$ cat config.mk
export PLATFORM = sky130hd
export DESIGN_NAME = rv_iopmp_check_arbiter
export DESIGN_NICKNAME = d
export VERILOG_FILES = /design/src/rtl/rv_iopmp_check_arbiter.sv
export SDC_FILE = /design/constraint.sdc
export NUM_CORES = 1
export LEC_CHECK = 0
export BUFFER_PORTS_ARGS = -buffer_cell sky130_fd_sc_hd__buf_2
export CORE_ASPECT_RATIO = 1.1
export CORE_MARGIN = 1
export CORE_UTILIZATION = 35
export CTS_BUF_LIST = sky130_fd_sc_hd__clkbuf_4
export DETAILED_ROUTE_END_ITERATION = 7
export GPL_TIMING_DRIVEN = 0
export PLACE_DENSITY = 0.75
export SYNTH_ARGS = -nofsm -noshare
export SYNTH_HDL_FRONTEND = slang
export SYNTH_SLANG_ARGS = --single-unit
$ cat constraint.sdc
create_clock -name clk_i -period 4.57 [get_ports clk_i]
set_clock_uncertainty 0.1 [all_clocks]
set_input_delay 0 -clock clk_i [delete_from_list [all_inputs] [get_ports clk_i]]
set_output_delay 0 -clock clk_i [all_outputs]
set_load 0.01 [all_outputs]
$ cat src/rtl/rv_iopmp_check_arbiter.sv
// -----------------------------------------------------------------------------
// rv_iopmp_check_arbiter
//
// Purpose:
//   Shares one rv_iopmp transaction checker between NUM_REQ requesters (for
//   example the AXI AW and AR paths). Requests are granted round-robin, one at
//   a time. The granted request is presented to the checker for
//   CHECK_LATENCY+1 cycles, the allow result is captured on the last of those
//   cycles and handed back to the owner on a valid/ready response channel.
//
// Optional feature macro:
//   RV_IOPMP_ARB_DENY_CNT_EN - adds deny_cnt_o, a saturating 16-bit count of
//   denied responses delivered to requesters.
//
// Ports:
//   clk_i, rst_i          clock (rising edge), async active-high reset
//   req_valid_i/ready_o   per-requester check request / grant (one-hot or 0)
//   req_addr_i            packed addresses,    NUM_REQ*ADDR_WIDTH
//   req_num_bytes_i       packed byte counts,  NUM_REQ*NB_WIDTH
//   req_sid_i             packed source IDs,   NUM_REQ*SID_WIDTH
//   req_access_i          per-requester access type
//   rsp_valid_o/allow_o   per-requester result (one-hot or 0), 1 = allowed
//   rsp_ready_i           per-requester result accept
//   chk_en_o, chk_*_o     transaction fields towards the checker
//   chk_allow_i           checker verdict
//   deny_cnt_o            (optional) saturating deny counter
// -----------------------------------------------------------------------------

package rv_iopmp_pkg;
  typedef enum logic [1:0] {
    ACCESS_NONE  = 2'b00,
    ACCESS_READ  = 2'b01,
    ACCESS_WRITE = 2'b10,
    ACCESS_EXEC  = 2'b11
  } access_t;
endpackage

module rv_iopmp_check_arbiter #(
  parameter int unsigned NUM_REQ       = 2,
  parameter int unsigned ADDR_WIDTH    = 64,
  parameter int unsigned SID_WIDTH     = 1,
  parameter int unsigned NB_WIDTH      = 4,
  parameter int unsigned CHECK_LATENCY = 0
) (
  input  logic                                 clk_i,
  input  logic                                 rst_i,
  input  logic [NUM_REQ-1:0]                   req_valid_i,
  output logic [NUM_REQ-1:0]                   req_ready_o,
  input  logic [NUM_REQ*ADDR_WIDTH-1:0]        req_addr_i,
  input  logic [NUM_REQ*NB_WIDTH-1:0]          req_num_bytes_i,
  input  logic [NUM_REQ*SID_WIDTH-1:0]         req_sid_i,
  input  rv_iopmp_pkg::access_t [NUM_REQ-1:0]  req_access_i,
  output logic [NUM_REQ-1:0]                   rsp_valid_o,
  output logic [NUM_REQ-1:0]                   rsp_allow_o,
  input  logic [NUM_REQ-1:0]                   rsp_ready_i,
  output logic                                 chk_en_o,
  output logic [ADDR_WIDTH-1:0]                chk_addr_o,
  output logic [NB_WIDTH-1:0]                  chk_num_bytes_o,
  output logic [SID_WIDTH-1:0]                 chk_sid_o,
  output rv_iopmp_pkg::access_t                chk_access_o,
  input  logic                                 chk_allow_i
`ifdef RV_IOPMP_ARB_DENY_CNT_EN
  ,
  output logic [15:0]                          deny_cnt_o
`endif
);

  localparam int unsigned IDX_W = (NUM_REQ > 1) ? $clog2(NUM_REQ) : 1;
  localparam int unsigned CNT_W = 4;

  typedef enum logic [1:0] {
    ST_IDLE  = 2'd0,
    ST_CHECK = 2'd1,
    ST_RESP  = 2'd2
  } state_e;

  // (base + off) mod NUM_REQ, used to scan requesters starting at the pointer
  function automatic logic [IDX_W-1:0] wrap_idx(input logic [IDX_W-1:0] base, input int off);
    return IDX_W'((int'(base) + off) % int'(NUM_REQ));
  endfunction

  state_e                state_q, state_d;
  logic [IDX_W-1:0]      ptr_q, ptr_d;
  logic [CNT_W-1:0]      cnt_q, cnt_d;
  logic [IDX_W-1:0]      owner_q, owner_d;
  logic [ADDR_WIDTH-1:0] addr_q, addr_d;
  logic [NB_WIDTH-1:0]   nb_q, nb_d;
  logic [SID_WIDTH-1:0]  sid_q, sid_d;
  rv_iopmp_pkg::access_t acc_q, acc_d;
  logic                  allow_q, allow_d;
  logic                  chk_en_q, chk_en_d;
  logic [NUM_REQ-1:0]    rsp_valid_q, rsp_valid_d;
  logic [NUM_REQ-1:0]    rsp_allow_q, rsp_allow_d;

  logic                  any_valid_s;
  logic [IDX_W-1:0]      win_idx_s;
  logic [IDX_W-1:0]      ptr_next_s;

  // Round-robin pick: scanning downwards makes the lowest offset from the pointer win
  always_comb begin
    any_valid_s = 1'b0;
    win_idx_s   = '0;
    for (int i = int'(NUM_REQ) - 1; i >= 0; i--) begin
      any_valid_s = any_valid_s | req_valid_i[wrap_idx(ptr_q, i)];
      win_idx_s   = req_valid_i[wrap_idx(ptr_q, i)] ? wrap_idx(ptr_q, i) : win_idx_s;
    end
    ptr_next_s = wrap_idx(win_idx_s, 1);
  end

  // Next-state, field capture and combinational grant
  always_comb begin
    state_d     = state_q;
    ptr_d       = ptr_q;
    cnt_d       = cnt_q;
    owner_d     = owner_q;
    addr_d      = addr_q;
    nb_d        = nb_q;
    sid_d       = sid_q;
    acc_d       = acc_q;
    allow_d     = allow_q;
    req_ready_o = '0;

    case (state_q)
      ST_IDLE: begin
        if (any_valid_s) begin
          req_ready_o[win_idx_s] = 1'b1;
          owner_d = win_idx_s;
          addr_d  = req_addr_i[win_idx_s*ADDR_WIDTH +: ADDR_WIDTH];
          nb_d    = req_num_bytes_i[win_idx_s*NB_WIDTH +: NB_WIDTH];
          sid_d   = req_sid_i[win_idx_s*SID_WIDTH +: SID_WIDTH];
          acc_d   = req_access_i[win_idx_s];
          ptr_d   = ptr_next_s;
          cnt_d   = '0;
          state_d = ST_CHECK;
        end else begin
          state_d = ST_IDLE;
        end
      end
      ST_CHECK: begin
        // chk_allow_i is only trusted on the last cycle of the check window
        if (cnt_q == CNT_W'(CHECK_LATENCY)) begin
          allow_d = chk_allow_i;
          state_d = ST_RESP;
        end else begin
          cnt_d   = cnt_q + CNT_W'(1);
          state_d = ST_CHECK;
        end
      end
      ST_RESP: begin
        if (rsp_ready_i[owner_q]) begin
          state_d = ST_IDLE;
        end else begin
          state_d = ST_RESP;
        end
      end
      default: begin
        state_d = ST_IDLE;
      end
    endcase
  end

  // Output register inputs decoded from the upcoming state so outputs are flopped
  always_comb begin
    chk_en_d    = (state_d == ST_CHECK);
    rsp_valid_d = '0;
    rsp_allow_d = '0;
    rsp_valid_d[owner_d] = (state_d == ST_RESP);
    rsp_allow_d[owner_d] = (state_d == ST_RESP) & allow_d;
  end

  // State, pointer, captured fields and output registers
  always_ff @(posedge clk_i or posedge rst_i) begin
    if (rst_i) begin
      state_q     <= ST_IDLE;
      ptr_q       <= '0;
      cnt_q       <= '0;
      owner_q     <= '0;
      addr_q      <= '0;
      nb_q        <= '0;
      sid_q       <= '0;
      acc_q       <= rv_iopmp_pkg::ACCESS_NONE;
      allow_q     <= 1'b0;
      chk_en_q    <= 1'b0;
      rsp_valid_q <= '0;
      rsp_allow_q <= '0;
    end else begin
      state_q     <= state_d;
      ptr_q       <= ptr_d;
      cnt_q       <= cnt_d;
      owner_q     <= owner_d;
      addr_q      <= addr_d;
      nb_q        <= nb_d;
      sid_q       <= sid_d;
      acc_q       <= acc_d;
      allow_q     <= allow_d;
      chk_en_q    <= chk_en_d;
      rsp_valid_q <= rsp_valid_d;
      rsp_allow_q <= rsp_allow_d;
    end
  end

  // Checker fields hold their last captured values while chk_en_o is low
  assign chk_en_o        = chk_en_q;
  assign chk_addr_o      = addr_q;
  assign chk_num_bytes_o = nb_q;
  assign chk_sid_o       = sid_q;
  assign chk_access_o    = acc_q;
  assign rsp_valid_o     = rsp_valid_q;
  assign rsp_allow_o     = rsp_allow_q;

`ifdef RV_IOPMP_ARB_DENY_CNT_EN
  logic [15:0] deny_q, deny_d;

  // Count denied responses at the handshake, saturating at all-ones
  always_comb begin
    if ((state_q == ST_RESP) && rsp_ready_i[owner_q] && !allow_q && (deny_q != 16'hFFFF)) begin
      deny_d = deny_q + 16'd1;
    end else begin
      deny_d = deny_q;
    end
  end

  // Deny counter register
  always_ff @(posedge clk_i or posedge rst_i) begin
    if (rst_i) begin
      deny_q <= 16'd0;
    end else begin
      deny_q <= deny_d;
    end
  end

  assign deny_cnt_o = deny_q;
`endif

endmodule

# [Word level (Yosys, flattened, before mapping)]
# Index checks and enable logic that the tools add are counted.
[totals] regBits=85 inputBits=149 out_inout_bits=78 elab_cells=69
[op_classes] add_sub_neg=3 order_cmp=7 eq_ne=6 shift=3 mux=27 bitwise_logic=4 n_reduce_logical=7
[op_table] cell="indexed part select 128 x 8 -> 64 bit" n=1
[op_table] cell="2-to-1 mux 1 bit" n=15
[op_table] cell="2-to-1 mux 2 bit" n=6
[op_table] cell="< comparator 1 x 2 -> 1 bit (second input constant)" n=5
[op_table] cell="2-to-1 mux 4 bit" n=2
[op_table] cell="one-hot mux 4 bit (2 select lines)" n=1
[op_table] cell="indexed part select 8 x 4 -> 4 bit" n=1
[op_table] cell="one-hot mux 2 bit (3 select lines)" n=1
[op_table] cell="adder 4 x 1 -> 4 bit (second input constant)" n=1
[op_table] cell="AND 2 bit" n=2
[op_table] cell="equality test 2 x 1 -> 1 bit (second input constant)" n=2
[op_table] cell="equality test 2 bit (second input constant)" n=2
[op_table] cell="zero test 4 bit" n=1
[op_table] cell="inequality test 2 bit (second input constant)" n=2
[op_table] cell="AND reduction 3 bit" n=1
[op_table] cell="adder 1 bit (second input constant)" n=2
[op_table] cell="demux 1 bit (select 1 bit)" n=2
[op_table] cell=">= comparator 1 bit (second input constant)" n=2
[op_table] cell="logical AND 1 bit" n=2
[op_table] cell="zero test 2 bit" n=1
[op_table] cell="AND reduction 2 bit" n=1
[op_table] cell="nonzero test 2 bit" n=1
[op_table] cell="indexed part select 2 x 2 -> 1 bit" n=1
[op_table] cell="AND 1 bit" n=1
[op_table] cell="OR 1 bit" n=1

# [Depth between registers and ports, before layout]
# Gate-level depths: netlist (run 1).
[depth] ltp_word=12 mapped_depth=5 ltp_nobuf=5

# [Worst setup path before layout (run 1)]
# OpenSTA, ideal clock, no wires.
[synth_path] kind="register to register" startpoint="reg state_q[1]" endpoint="reg addr_q[42] (netlist: chk_addr_o[42])" setup_ns=0.129 arrival_time_ns=1.186 required_ns=4.341 path_slack_ns=3.155 stages_incl_launch_ff=6 path_buffers=2 period_less_slack_ns=1.415 cell_sequence="dfrtp_1 > or2_0 > buf_2 > nor2_8 > buf_6 > a31oi_1"
[synth_between] elab_chain_cells=2
[synth_lines] item="start: declaration" line_no="82" text="state_e state_q, state_d;"
[synth_lines] item="start signal: assignment" line_no="187" text="state_q <= state_d;"
[synth_lines] item="zero test 2 bit" line_no="123" text="case (state_q)"
[synth_lines] item="AND reduction 2 bit (no source line)"
[synth_lines] item="end signal: assignment" line_no="191" text="addr_q <= addr_d;"
[synth_lines] item="end: declaration" line_no="86" text="logic [ADDR_WIDTH-1:0] addr_q, addr_d;"
# No other way between the ends.
# A chain may end at the register's enable or synchronous reset.

# [Worst setup path in the final report (run 1)]
[layout_path] startpoint="reg state_q[1]" endpoint="reg addr_q[50] (netlist: chk_addr_o[50])"
# The elaborated chain is that of the path after synthesis.

==> results.yml, run 1 <==
placement:
  numPortBuffers: 226
  place_congestion: 0.8516
  dp_slack_ns: 2.703
  post-dp-hpwl_um: 10190
sta:
  finalMaxSlewViolations: 0
  worst_slack_ns: 2.131
  rsz0062_at_grt: "false"
  tightest_slew_ns: 0.5711
  max_freq_mhz: 410.0
  hold_viol: 0
  max_slew_margin: 0.6193
  fin_crit_sh: 0.5336
  period_minus_slack_ns: 2.439
  setup_violations: 0
  finalSetupTns_ns: 0
power:
  netSwitchingPower_uw: 1661
  p_leak_uw: 0.003245
  combPwrFrac: 0.580
  finalPower_uw: 4235
  clock_power_share: 0.107
  powerDensity_mw_per_mm2: 582.9
  p_seq_frac: 0.313
  vdd_drop_max_mv: 0.2840
  swShare: 0.3921
  internal-power_uw: 2575
route:
  drc: 0
  dr.pass1.iters: 5
  top_layer_used: "met4"
  route.met3.wl_um: 1030
  vias: 5556
  drtIter0Drc: 459
  met1_length_um: 6614
  drt-wirelength-per-cell_um: 16.55
  routed_wl_um: 16850
  dr_wl_met2_um: 8631
  viasPerCell: 5.458
  drtAntennaViolNets: 0
synth:
  netlist.top_cell.by_area: "dfrtp_1"
  ys_top_cells_by_area: "dfrtp_1, a31oi_1, a21oi_1"
  netlist_area_mm2: 0.004264
  synthDistinctLibCells: 37
  synth_common_cells: "dfrtp_1, a21oi_1, nand3_1"
  synth_most_common_cell: "dfrtp_1"
  ys_seq_elements: 85
  synthCells: 473
  ys.flop_type: "dfrtp_1"
  synth_top_area_frac: 0.4988
  yosys_warnings: 0
  syn_avg_cell_area_um2: 9.015
  synth.yosys.seq_area_share: 0.4988
  async_flop_share: 1.000
  synth_edf_count: 0
  synth_nets: 624
cts:
  clk_pin_slew_worst_paths_ns: 0.15
  cts_max_level: 3
  cts_root_buf: "clkbuf_4"
  numCtsBuffers: 9
  holdBufCountCts: 152
  cts_tree: "built"
  post_cts_resized: 0
  max-clock-path-buffers: 2
  post-cts-setup-buffers: 0
  clock_latency_ns: 0.44
  cts.sinks: 85
worst_setup_path:
  crit_type: "flip-flop to flip-flop"
  crit_family: "buffers and inverters"
  cp.depth: 5
  crit_required_ns: 4.85
  cpMaxStageDelayCell: "dlygate4sd3_1"
  arrival_ns: 2.72
  crit_path_cell_trace: "nor2_2 -> clkbuf_1 -> a21oi_1 -> a31oi_1 -> dlygate4sd3_1"
  end_kind: "flip-flop"
  cpPeakStageDelay_ns: 0.57
  rr_worst_depth: 5
  cp_max_fo: 10
  crit_path_start_kind: "flip-flop"
  path_buf_inv: 2
finish:
  nets: 1014
  layout-drive-gt1-share: 0.3272
  num_antenna_cells: 0
  syn2layout_area_growth_pct: 70.39
floorplan:
  start_util: 0.3662
  core_mm2: 0.01164
  num_rows: 41
  floorplan.die_area_mm2: 0.01263
  chipHeight_um: 117.8
  fp.dieW_um: 107.2
  ios: 227
global_routing:
  grt_pass1_wl_um: 26610
  grt_pass1_vias: 5430
  grt_max_degree: 44
  gr-total-overflow: 0
  grt_use_total: 0.2650
  antenna_found_initial: 0
outcome:
  status: "finished, final reports clean"
job:
  cap_violations: 0
worst_hold_path:
  hold_class: "input pin to async pin"
worst paths after layout:
path / from / slack [ns] / to
min: rst_i / 0.03 / chk_addr_o[6]
min reg2reg: allow_q / 0.41 / allow_q
max in group asynchronous: rst_i / 3.68 / allow_q
max reg2reg: state_q[1] / 2.13 / chk_addr_o[50]
max: state_q[1] / 2.13 / chk_addr_o[50]
min in group clk_i: req_addr_i[90] / 0.25 / chk_addr_o[26]
per-layer routing:
layer  GRT usage  up-vias
li1            -     2545
met1      0.3179     2655
met2      0.4698      303
met3     0.03433       53
met4      0.1130        0
met5           0        -
power by group through the flow:
stage | registers [uW] | clock network, uW | logic [uW]
finish | 1330 | 453 | 2460
global route | 1370 | 491 | 2660
CTS | 1320 | 461 | 2400
detailed placement | 1330 | 0 | 1750
global placement | 1320 | 0 | 1720
floorplan | 1470 | 0 | 901
state kept, by name, summed over array words and instances, names as in the netlist, 2 cells and up:
| register | flops |
|---|---|
| rsp_valid_o | 2 |
| state_q | 2 |
| chk_addr_o | 64 |
| chk_num_bytes_o | 4 |
| rsp_allow_o | 2 |
| cnt_q | 4 |
| chk_access_o | 2 |
worst register-to-register path: cells and delay by family (launching register included):
family	cells	cell delay [ns]
buffers and inverters	2	1.01
AOI/OAI and AO/OA	2	0.34
and+or+nand+nor	1	0.47
DFF	1	0.46
cells by family (layout without fill, tap and decap cells):
logic type / Yosys count / in the layout / share of synthesized area
buffers and inverters: 60 / 455 / 0.07365
multiplexers: 2 / 2 / 0.004695
AO/OA/AOI/OAI: 228 / 228 / 0.2934
flip-flops: 85 / 85 / 0.4988
AND/OR/NAND/NOR: 96 / 96 / 0.1235
adder cells (fa/ha/maj): 2 / 2 / 0.005868
cell type report:
type | count | area (um^2)
Buffer | 54 | 291.5
Clock buffer | 12 | 90.09
Clock inverter | 4 | 48.80
Fill cell | 958 | 4379
Inverter | 6 | 25.02
Multi-Input combinational cell | 328 | 1823
Sequential cell | 85 | 2127
Tap cell | 150 | 187.7
Timing Repair Buffer | 379 | 2673
cells in the final DEF (no fill, tap or decap), types with 2 or more instances in the layout:
cell type	instances
a21oi_1	75
a31oi_1	71
buf_2	252
buf_6	7
clkbuf_1	20
clkbuf_4	12
clkinv_2	2
dfrtp_1	85
dlygate4sd3_1	152
ha_1	2
inv_1	5
mux2i_1	2
nand3_1	73
nor2_1	2
nor2_2	2
nor2b_1	5
o21ai_0	60
o21ai_1	14
o22ai_1	2
per-stage QoR:
stage | instance area (um^2) | util | hold WS (ns) | cells
6_report | 7266 | 0.6239 | 0.02934 | 1018
5_1_grt | 7266 | 0.6239 | 0.08108 | 1018
4_1_cts | 7266 | 0.6239 | 0.03966 | 1018
3_5_place_dp | 5605 | 0.4814 | -0.002866 | 850
3_3_place_gp | 5583 | 0.4794 | 0.1698 | 849
2_1_floorplan | 4264 | - | 0.03443 | 473
Power figures use the tool's default switching activity.
==> inputs of run 2 (changes only) <==
--- a/config.mk
+++ b/config.mk
@@ -12,7 +12,7 @@
 export CTS_BUF_LIST = sky130_fd_sc_hd__clkbuf_4
 export DETAILED_ROUTE_END_ITERATION = 7
 export GPL_TIMING_DRIVEN = 0
-export PLACE_DENSITY = 0.75
+export PLACE_DENSITY = 0.77
 export SYNTH_ARGS = -nofsm -noshare
 export SYNTH_HDL_FRONTEND = slang
 export SYNTH_SLANG_ARGS = --single-unit
==> constraint.sdc (replaced) <==
create_clock -name clk_i -period 2.1 [get_ports clk_i]
set_clock_uncertainty 0.1 [all_clocks]
set_input_delay 0 -clock clk_i [delete_from_list [all_inputs] [get_ports clk_i]]
set_output_delay 0 -clock clk_i [all_outputs]
set_load 0.01 [all_outputs]
==> run 2 against run 1 <==
Sequential power up 120%. First-iteration DRC count up 6.3%. Highest routed layer unchanged. Core utilization up 0.27 points. Critical endpoint is now chk_addr_o[60]. Critical path depth down 1. Sequential share of layout area down 0.13 points.
==> results.yml, run 2 (synthesis gave the netlist of run 1 again) <==
power:
  p_seq_frac: 0.360
  internal-power_uw: 4602
  combPwrFrac: 0.520
  vdd_drop_max_mv: 0.5435
  powerDensity_mw_per_mm2: 1105
  clock_power_share: 0.119
  netSwitchingPower_uw: 3458
  swShare: 0.4290
  p_leak_uw: 0.003283
route:
  routed_wl_um: 18180
  drtIter0Drc: 488
  drt-wirelength-per-cell_um: 17.81
  dr.pass1.iters: 5
  viasPerCell: 5.574
  vias: 5691
  drc: 0
  drtAntennaViolNets: 0
finish:
  final_cell_mix: "buf_2, dlygate4sd3_1, dfrtp_1, a21oi_1, nand3_1"
  largest_reg_flops: 64
  seq_area_mm2: 0.002127
  num_antenna_cells: 0
  nets: 1017
  finish.utilization: 0.6266
  fill_cells: 932
  final_common_cell: "buf_2"
  syn2layout_area_growth_pct: 71.13
  multi_input_area_mm2: 0.001823
  layout-drive-gt1-share: 0.3318
worst_setup_path:
  crit_path_start_kind: "flip-flop"
  crit_required_ns: 2.34
  crit_path_start: "state_q[1]"
  regToRegSetupSlack_ns: 0.14
  endpoint: "chk_addr_o[60]"
  r2r-start: "state_q[1]"
  cp_max_fo: 10
  crit_type: "flip-flop to flip-flop"
  arrival_ns: 2.20
  r2r-end: "chk_addr_o[60]"
  rr_worst_depth: 4
  end_kind: "flip-flop"
global_routing:
  grt_pass1_wl_um: 29170
  grt_max_degree: 38
  gr-total-overflow: 0
  grt_pass1_vias: 5818
  grt_use_total: 0.2942
  antenna_found_initial: 0
placement:
  post-dp-hpwl_um: 10220
  numPortBuffers: 226
  place_congestion: 0.8361
  dp_slack_ns: 0.2554
floorplan:
  fp.dieW_um: 107.2
  num_rows: 41
  ios: 227
  chipHeight_um: 117.8
  core_mm2: 0.01164
  start_util: 0.3662
  floorplan.die_area_mm2: 0.01263
cts:
  max-clock-path-buffers: 2
  numCtsBuffers: 9
  cts_max_level: 3
  clock_latency_ns: 0.42
  cts_root_buf: "clkbuf_4"
  cts_tree: "built"
  cts.sinks: 85
  clk_pin_slew_worst_paths_ns: 0.16
sta:
  rsz0062_at_grt: "false"
  period_minus_slack_ns: 1.957
  hold_viol: 0
  setup_violations: 0
  fin_crit_sh: 0.9318
  worst_slack_ns: 0.1432
  finalMaxSlewViolations: 0
  finalSetupTns_ns: 0
  max_freq_mhz: 511.0
  tightest_slew_ns: 0.5631
  max_slew_margin: 0.6242
job:
  cap_violations: 0
outcome:
  status: "finished, final reports clean"
worst_hold_path:
  hold_class: "input pin to flip-flop"
==> run 2: critical path, cell delays in order, from the launching register on <==
cell	delay [ns]
dfrtp_1	0.47
nor2_2	0.49
clkbuf_1	0.47
a21oi_1	0.15
a31oi_1	0.20
==> run 2: power by group through the flow <==
stage          registers, uW  clock network [uW]  logic [uW]
3_3_place_gp            2870                   0        3740
3_5_place_dp            2900                   0        3800
5_1_grt                 2990                1060        4580
2_1_floorplan           3210                   0        1960
4_1_cts                 2870                 984        4050
6_report                2900                 962        4190
==> run 2: per-layer routing <==
metal	share of wire	routed length [um]	vias to the layer above	global-route usage
met3	0.079	1437	92	0.06589
met5	0	0	-	0
met2	0.50	9112	369	0.5032
li1	-	-	2555	-
met4	0.050	916	0	0.1644
met1	0.37	6718	2675	0.3352
==> run 2: final cells by class <==
cell class,count,area share
plain buffers,54,0.03995
clock buffers,10,0.01029
clock inverters,6,0.008745
inverters,6,0.003601
multi-input cells,328,0.2498
flip-flops and latches,85,0.2915
well taps,150,0.02572
repair buffers,382,0.3704
==> run 2: worst min path at each step <==
| stage | start | to | slack (ns) | cells past startpoint |
|---|---|---|---|---|
| global route | req_addr_i[63] | chk_addr_o[63] | 0.25 | 4 |
| CTS | req_addr_i[28] | chk_addr_o[28] | 0.24 | 4 |
| detailed placement | rst_i | chk_addr_o[20] | -0.05 | 2 |
| finish | req_addr_i[30] | chk_addr_o[30] | 0.26 | 4 |
| floorplan | req_valid_i[0] | owner_q | 0.03 | 1 |
| global placement | req_addr_i[41] | chk_addr_o[41] | 0.17 | 3 |
==> run 2: through the flow <==
step / std cells / power [uW] / hold slack, ns / cell area (um^2)
2_1_floorplan: 473 / 5171 / 0.03443 / 4268
3_3_place_gp: 849 / 6613 / 0.1701 / 5587
3_5_place_dp: 851 / 6699 / -0.05200 / 5627
4_1_cts: 1017 / 7903 / 0.2366 / 7267
5_1_grt: 1021 / 8629 / 0.2477 / 7297
6_report: 1021 / 8060 / 0.2629 / 7297
==> run 2: timing repair <==
action                                  in CTS  in global routing
buffers inserted                             0                  4
hold buffers                               150                  0
gates resized for setup                      0                  0
endpoints found under the hold margin      167                  0
endpoints found under the setup margin       0                  1
